--- src/rtl/mmu_controller.sv ---
// Sequences one C = A*B job through the systolic MMU: weights, activations,
// result-row writes into the output FIFO, then buffer clears.
module mmu_controller #(
  parameter int MMU_SIZE = 10,
  parameter int PIPE_LAT = 2 * MMU_SIZE
) (
  input  logic       clk,
  input  logic       rst_n,
  input  logic       start,
  input  logic [7:0] dim_m,
  input  logic [7:0] dim_k,
  input  logic [7:0] dim_n,
  input  logic       fifo_empty,
  output logic       busy,
  output logic       done,
  output logic       cfg_error,
  output logic [1:0] buffer_a_cmd,
  output logic [1:0] buffer_b_cmd,
  output logic       mmu_load_weights,
  output logic       mmu_valid,
  output logic       fifo_wr,
  output logic       fifo_dim_wr,
  output logic [7:0] dim_x_out,
  output logic [7:0] dim_y_out
);

  typedef enum logic [2:0] {
    S_IDLE, S_PEND, S_WEIGHTS, S_RUN, S_DONE
  } state_t;

  localparam logic [1:0] CMD_NONE  = 2'b00;
  localparam logic [1:0] CMD_SEND  = 2'b10;
  localparam logic [1:0] CMD_CLEAR = 2'b11;
  localparam logic [7:0] W_MAX = 8'(MMU_SIZE);
  localparam logic [15:0] W_WLAST = 16'(MMU_SIZE - 1);
  localparam logic [15:0] W_PL = 16'(PIPE_LAT);

  state_t      r_state;
  state_t      w_state_n;
  logic [15:0] r_cnt;
  logic [15:0] w_cnt_n;
  logic [7:0]  w_dim_x_n;
  logic [7:0]  w_dim_y_n;
  logic        w_cfg_err_n;
  logic        w_illegal;
  logic [15:0] w_m16;
  logic [15:0] w_run_last;
  logic [1:0]  w_a_cmd_n;
  logic [1:0]  w_b_cmd_n;
  logic        w_in_run;

  assign w_illegal = (dim_m == 8'd0) || (dim_m > W_MAX) ||
                     (dim_k == 8'd0) || (dim_k > W_MAX) ||
                     (dim_n == 8'd0) || (dim_n > W_MAX);

  assign w_run_last = W_PL + {8'd0, dim_x_out} - 16'd1;

  always_comb begin
    w_state_n   = r_state;
    w_dim_x_n   = dim_x_out;
    w_dim_y_n   = dim_y_out;
    w_cfg_err_n = 1'b0;
    unique case (r_state)
      S_IDLE: begin
        if (start) begin
          if (w_illegal) begin
            w_cfg_err_n = 1'b1;
          end else begin
            w_dim_x_n = dim_m;
            w_dim_y_n = dim_n;
            w_state_n = fifo_empty ? S_WEIGHTS : S_PEND;
          end
        end
      end
      S_PEND:    if (fifo_empty) w_state_n = S_WEIGHTS;
      S_WEIGHTS: if (r_cnt == W_WLAST) w_state_n = S_RUN;
      S_RUN:     if (r_cnt == w_run_last) w_state_n = S_DONE;
      S_DONE:    w_state_n = S_IDLE;
      default:   w_state_n = S_IDLE;
    endcase
  end

  // Outputs are registered, so they are decoded from the next state/count.
  always_comb begin
    w_cnt_n = r_cnt + 16'd1;
    if (w_state_n != r_state || w_state_n == S_IDLE ||
        w_state_n == S_PEND)
      w_cnt_n = 16'd0;
  end

  assign w_m16    = {8'd0, w_dim_x_n};
  assign w_in_run = (w_state_n == S_RUN);

  always_comb begin
    w_a_cmd_n = CMD_NONE;
    w_b_cmd_n = CMD_NONE;
    unique case (1'b1)
      w_state_n == S_DONE: begin
        w_a_cmd_n = CMD_CLEAR;
        w_b_cmd_n = CMD_CLEAR;
      end
      w_in_run && w_cnt_n == 16'd0:
        w_a_cmd_n = CMD_SEND;
      w_state_n == S_WEIGHTS && w_cnt_n == 16'd0:
        w_b_cmd_n = CMD_SEND;
      default: ;
    endcase
  end

  always_ff @(posedge clk or negedge rst_n) begin
    if (!rst_n) begin
      r_state          <= S_IDLE;
      r_cnt            <= 16'd0;
      busy             <= 1'b0;
      done             <= 1'b0;
      cfg_error        <= 1'b0;
      buffer_a_cmd     <= CMD_NONE;
      buffer_b_cmd     <= CMD_NONE;
      mmu_load_weights <= 1'b0;
      mmu_valid        <= 1'b0;
      fifo_wr          <= 1'b0;
      fifo_dim_wr      <= 1'b0;
      dim_x_out        <= 8'd0;
      dim_y_out        <= 8'd0;
    end else begin
      r_state          <= w_state_n;
      r_cnt            <= w_cnt_n;
      busy             <= (w_state_n != S_IDLE);
      done             <= (w_state_n == S_DONE);
      cfg_error        <= w_cfg_err_n;
      buffer_a_cmd     <= w_a_cmd_n;
      buffer_b_cmd     <= w_b_cmd_n;
      mmu_load_weights <= (w_state_n == S_WEIGHTS);
      mmu_valid        <= w_in_run && (w_cnt_n < w_m16);
      fifo_wr          <= w_in_run && (w_cnt_n >= W_PL) &&
                          (w_cnt_n < W_PL + w_m16);
      fifo_dim_wr      <= w_in_run && (w_cnt_n == W_PL);
      dim_x_out        <= w_dim_x_n;
      dim_y_out        <= w_dim_y_n;
    end
  end

endmodule
--- config.mk ---
export PLATFORM = sky130hd
export DESIGN_NAME = mmu_controller
export DESIGN_NICKNAME = d
export VERILOG_FILES = /design/src/rtl/mmu_controller.sv
export SDC_FILE = /design/constraint.sdc
export NUM_CORES = 1
export LEC_CHECK = 0
export CORE_MARGIN = 2
export CORE_UTILIZATION = 53
export CTS_CLUSTER_DIAMETER = 200
export DETAILED_ROUTE_END_ITERATION = 8
export MAX_ROUTING_LAYER = met4
export PLACE_DENSITY_LB_ADDON = 0.25
export SYNTH_ARGS = -nofsm -noshare
export SYNTH_HDL_FRONTEND = slang
export SYNTH_SLANG_ARGS = --single-unit
export TNS_END_PERCENT = 30
--- constraint.sdc ---
create_clock -name clk -period 5.1 [get_ports clk]
set_clock_uncertainty 0.05 [all_clocks]
set_input_delay 0.51 -clock clk [delete_from_list [all_inputs] [get_ports clk]]
set_output_delay 0.51 -clock clk [all_outputs]
set_load 0.01 [all_outputs]
# Yosys cells after proc, flatten, opt, wreduce, memory -nomap -nowiden
# Cells that the tools add are included.
[word_totals]
regBits = 46
word_cells = 72
output_inout_bits = 27
input_bits = 28
[classes]
order_cmp = 6
muxes = 16
bitwise = 1
eq_ne = 11
n_reduce_logical = 21
add_sub_neg = 4
[op_table]
columns = ["op", "count"]
rows = [
  ["8-bit by 4-bit > comparator with 1-bit output (second input constant)", 3],
  ["8-bit zero test", 3],
  ["8-bit two-way mux", 3],
  ["5-bit by 8-bit adder with 9-bit output (first input constant)", 2],
  ["16-bit by 1-bit adder with 16-bit output (second input constant)", 1],
  ["16-bit equality test", 1],
  ["16-bit by 4-bit equality test with 1-bit output (second input constant)", 1],
  ["16-bit by 5-bit equality test with 1-bit output (second input constant)", 1],
  ["16-bit by 5-bit >= comparator with 1-bit output (second input constant)", 1],
  ["16-bit zero test", 1],
  ["16-bit by 8-bit less-than comparator with 1-bit output", 1],
  ["16-bit by 9-bit less-than comparator with 1-bit output", 1],
  ["16-bit two-way mux", 1],
  ["3-bit two-way mux", 5],
  ["3-bit by 2-bit equality test with 1-bit output (second input constant)", 4],
  ["3-bit one-hot mux with 4 select lines", 1],
  ["9-bit by 1-bit subtractor with 10-bit output (second input constant)", 1],
  ["2-bit one-hot mux with 2 select lines", 2],
  ["1-bit logical OR", 7],
  ["3-bit by 1-bit equality test with 1-bit output (second input constant)", 2],
  ["1-bit logical AND", 6],
  ["3-bit zero test", 2],
  ["3-bit equality test (second input constant)", 1],
  ["1-bit two-way mux", 3],
  ["other kinds (5)", 5],
]

# Logic depth before layout (Yosys ltp)
[logic_depth]
ltp_word = 16
depth_mapped = 17

# Worst setup path before layout
# Ideal clock, no wire load.
[synth_timing]
path_kind = "in2reg"
startpoint = "input port dim_k[5]"
endpoint = "register fifo_wr"
t_arrival_ns = 4.160
slack_ns = 0.765
path_stages = 15
path_buffers = 1
cell_sequence = "or4_1 > or4_1 > or4_4 > buf_6 > mux2i_2 > inv_1 > ha_1 > o21ai_1 > xnor2_1 > ha_1 > a21o_1 > a21oi_1 > o211ai_1 > o221a_2 > a2111oi_0"
[synth_via]
elab_cells_between_ends = 24
cone_classes = "add/sub (1); order compare (3); eq/ne (3); mux (7); reduce/logical (10)"
[synth_lines]
columns = ["item", "line_no", "source"]
rows = [
  ["start, declared", "11", "input logic [7:0] dim_k,"],
  ["branches (longest 2 deep; another with 8-bit by 4-bit > comparator with 1-bit output)", "-", ""],
  ["1-bit logical OR (*) (2 in a row)", "53", "(dim_k == 8'd0) || (dim_k > W_MAX) ||"],
  ["1-bit logical OR (*)", "54", "(dim_n == 8'd0) || (dim_n > W_MAX);"],
  ["8-bit two-way mux (*)", "66", "if (w_illegal) begin"],
  ["8-bit two-way mux (*)", "65", "if (start) begin"],
  ["8-bit two-way mux (*)", "63", "unique case (r_state)"],
  ["via w_dim_x_n[2]", "42", "logic [7:0] w_dim_x_n;"],
  ["5-bit by 8-bit adder with 9-bit output (*)", "136", "(w_cnt_n < W_PL + w_m16);"],
  ["16-bit by 9-bit less-than comparator with 1-bit output (*)", "136", ""],
  ["1-bit logical AND (*)", "135", "fifo_wr <= w_in_run && (w_cnt_n >= W_PL) &&"],
  ["end signal, assigned", "135", ""],
  ["end, declared", "21", "output logic fifo_wr,"],
]
# Mark *: on every way through the listed nets, which the timed path passes.
# A chain may end at the register's enable or synchronous reset.

# Worst setup path in the final report
# Ends and elaborated chain as after synthesis.

==> results.py <==
metrics = {
    "global_routing": {
        "grt_usage": 0.246,
        "grt_use_met3": 0.0506,
        "grt_pass1_wl_mm": 11.4,
        "use_met1": 0.310,
        "grt-ovfl-total": 0,
        "grt-busiest-layer": "met2",
        "use_met2": 0.405,
        "grt_pass1_vias": 2345,
        "antenna_found_initial": 0,
        "grt_max_degree": 45,
    },
    "clock_tree": {
        "clock-sinks": 44,
        "hold_buffers": 0,
        "cts_resized": 0,
        "cts_setup_buffers": 0,
        "cts_buffer_depth": 2,
        "numCtsBuffers": 5,
        "root_buffer": "clkbuf_8",
        "htreeDepth": 2,
        "clk_latency_ps": 290,
        "cts_tree": "built",
        "clkTransAtPathRegs_ps": 80,
    },
    "pwr": {
        "ir_drop_mv": 0.100,
        "leakage_nw": 1.59,
        "p_per_area_mw_per_mm2": 167,
    },
    "floorplanning": {
        "dieArea_mm2": 0.00612,
        "rows": 27,
        "initial_utilization": 0.541,
        "die_x_um": 78.2,
        "die_y_um": 78.2,
        "ioPinCount": 55,
        "core_area_mm2": 0.00541,
    },
    "finish": {
        "drive_gt1_frac": 0.0730,
        "multi_input_area_mm2": 0.00167,
        "area_growth_pct": 22.3,
        "fin_util": 0.661,
        "antenna-diode-count": 0,
        "nets": 415,
        "regArea_mm2": 0.00110,
        "fillers": 456,
    },
    "timing": {
        "setup_tns_ps": 0,
        "period_share": 0.926,
        "setup_violations": 0,
        "post-route-min-period_ps": 4720,
        "max_freq_mhz": 212,
        "maxSlewViolCount": 0,
        "worstMarginPinSlew_ps": 1000,
        "timing.max_slew.rel_slack": 0.333,
        "hold_viol_final": 0,
        "rsz0062_at_grt": "false",
    },
    "drt": {
        "vias_per_cell": 5.86,
        "drt-total-wl_mm": 7.00,
        "ant_nets": 0,
        "avgRoutedWirePerCell_um": 15.8,
        "vias": 2591,
        "drc": 0,
        "dr.pass1.iters": 4,
        "drt-initial-drc-count": 194,
    },
    "synth": {
        "syn-num-nets": 368,
        "yosysWarnings": 0,
        "synth_cells": 323,
        "synth-edff-count": 0,
        "yosysTopAreaCellShare": 0.377,
        "ys_seq_area_frac": 0.377,
        "synth_area_leaders": "dfrtp_1, ha_1, xnor2_1",
        "async_reset_ff_frac": 1.00,
        "yosysTopAreaCell": "dfrtp_1",
        "ys_seq_elements": 44,
        "synth_cell_types": 55,
        "ys.flop_type": "dfrtp_1",
        "synth.avg_cell_area_um2": 9.05,
        "syn-cell-area_mm2": 0.00292,
    },
    "setup_path": {
        "critPathArrivalTime_ps": 4830,
        "end_kind": "flip-flop",
        "crit_path_top_delay_cell": "or4_1",
        "crit_buf_inv": 2,
        "r2r-start": "dim_x_out[0]$_DFF_PN0_",
        "reg2reg_slack_ps": 530,
        "cp_top_family": "simple AND/OR/NAND/NOR gates",
        "crit_chain": "clkdlybuf4s50_1 > or4_1 > or4_1 > or4_4 > mux2i_2 > inv_1 > ha_1 > o21ai_1 > xnor2_1 > ha_1 > a21o_1 > a21oi_1 > o211ai_1 > o221a_2 > a2111oi_0",
        "critPathLaunchType": "primary input",
        "cpPeakStageDelay_ps": 520,
        "reg2reg_depth": 16,
        "crit_fanout": 7,
        "rr_endpoint": "fifo_wr$_DFF_PN0_",
        "crit_required_ps": 5210,
        "crit_type": "primary input to flip-flop",
    },
    "status": {
        "status": "finished clean",
    },
    "run": {
        "cap_violations": 0,
    },
    "place": {
        "gp_congestion": 0.975,
        "dp.final_hpwl_mm": 5.43,
        "port_buffers": 54,
    },
    "min_path": {
        "hold_class": "primary input to async pin",
    },
}
worst max path at each step:
stage | start | to | slack (ps) | cells past startpoint
after floorplan | dim_k[5] | fifo_wr$_DFF_PN0_ | 770 | 15
after global placement | dim_k[5] | fifo_wr$_DFF_PN0_ | 290 | 15
after detailed placement | dim_k[5] | fifo_wr$_DFF_PN0_ | 80 | 15
after CTS | dim_k[5] | fifo_wr$_DFF_PN0_ | 380 | 15
after global routing | dim_k[5] | fifo_wr$_DFF_PN0_ | 110 | 15
final | dim_k[5] | fifo_wr$_DFF_PN0_ | 380 | 15
where the power goes:
group	total, W	internal (W)	switching [W]
clock	0.000211	0.0000929	0.000118
combinational	0.0000356	0.0000208	0.0000147
sequential	0.000349	0.000349	0.000000239
cell families (layout without fill, tap and decap cells):
logic type                 Yosys count  in the layout  share of synthesized area
muxes                                7              7                     0.0278
adders and majority gates           17             17                     0.0728
buffers and inverters               37             84                     0.0527
and+or+nand+nor                    127            127                      0.241
xor gates and xnor gates            27             27                     0.0809
DFF                                 44             44                      0.377
AOI/OAI and AO/OA                   64             64                      0.148
state kept, by name, indices dropped and copies added, names as in the netlist, 3 cells and up:
register / cells
r_cnt: 16
dim_x_out: 8
r_state: 3
dim_y_out: 8
stage by stage:
stage / area (um^2) / instances / setup slack, ps / total power (W) / hold WS [ps]
after floorplan: 2920 / 323 / 765 / 0.000361 / 164
after global placement: 3490 / 435 / 294 / 0.000392 / 418
after detailed placement: 3490 / 435 / 82.5 / 0.000393 / 424
after CTS: 3570 / 442 / 385 / 0.000603 / 366
after global routing: 3570 / 442 / 108 / 0.000622 / 399
final: 3570 / 442 / 378 / 0.000596 / 320
placed cells by master (no fill, tap or decap), drive strengths merged, types with 2 or more instances in the layout:
cell type and n:
o21ai 14, mux2i 4, o211a 3, mux2 3, o221a 2, or4 5, xor2 11, nor3 9
or2 2, clkdlybuf4s50 53, nor4 8, o21a 3, a21o 7, xnor2 16, o2111ai 2, and2 4
buf 4, o211ai 4, a211oi 4, dfrtp 44, and4 7, nand4 9, a21oi 13, nand2 21
nor3b 3, inv 20, clkbuf 5, o22ai 2, or3 2, nand3b 3, ha 17, nand3 11
nor2 31, nor2b 2, a31oi 5, and3 4
routing by layer:
| metal | routed length, um | share of wire | vias up |
|---|---|---|---|
| met5 | 0 | 0 | - |
| met4 | 44 | 0.0063 | 0 |
| met3 | 305 | 0.044 | 6 |
| met2 | 3590 | 0.51 | 68 |
| met1 | 3070 | 0.44 | 1265 |
| li1 | - | - | 1252 |
layout make-up:
| type | count | share of cell area |
|---|---|---|
| Tap cell | 72 | 0.0252 |
| Timing Repair Buffer | 57 | 0.156 |
| Sequential cell | 44 | 0.308 |
| Multi-Input combinational cell | 242 | 0.467 |
| Inverter | 20 | 0.0210 |
| Clock buffer | 5 | 0.0193 |
| Clock inverter | 2 | 0.00350 |
cell usage after synthesis, drive strengths merged (8+ instances only):
| library cell | count |
|---|---|
| nor3 | 9 |
| nor4 | 8 |
| inv | 20 |
| a21oi | 13 |
| xor2 | 11 |
| o21ai | 14 |
| ha | 17 |
| dfrtp | 44 |
| nand3 | 11 |
| clkbuf | 13 |
| nand4 | 9 |
| nor2 | 31 |
| xnor2 | 16 |
| nand2 | 21 |
No activity file was read; power rests on OpenSTA's default activity.
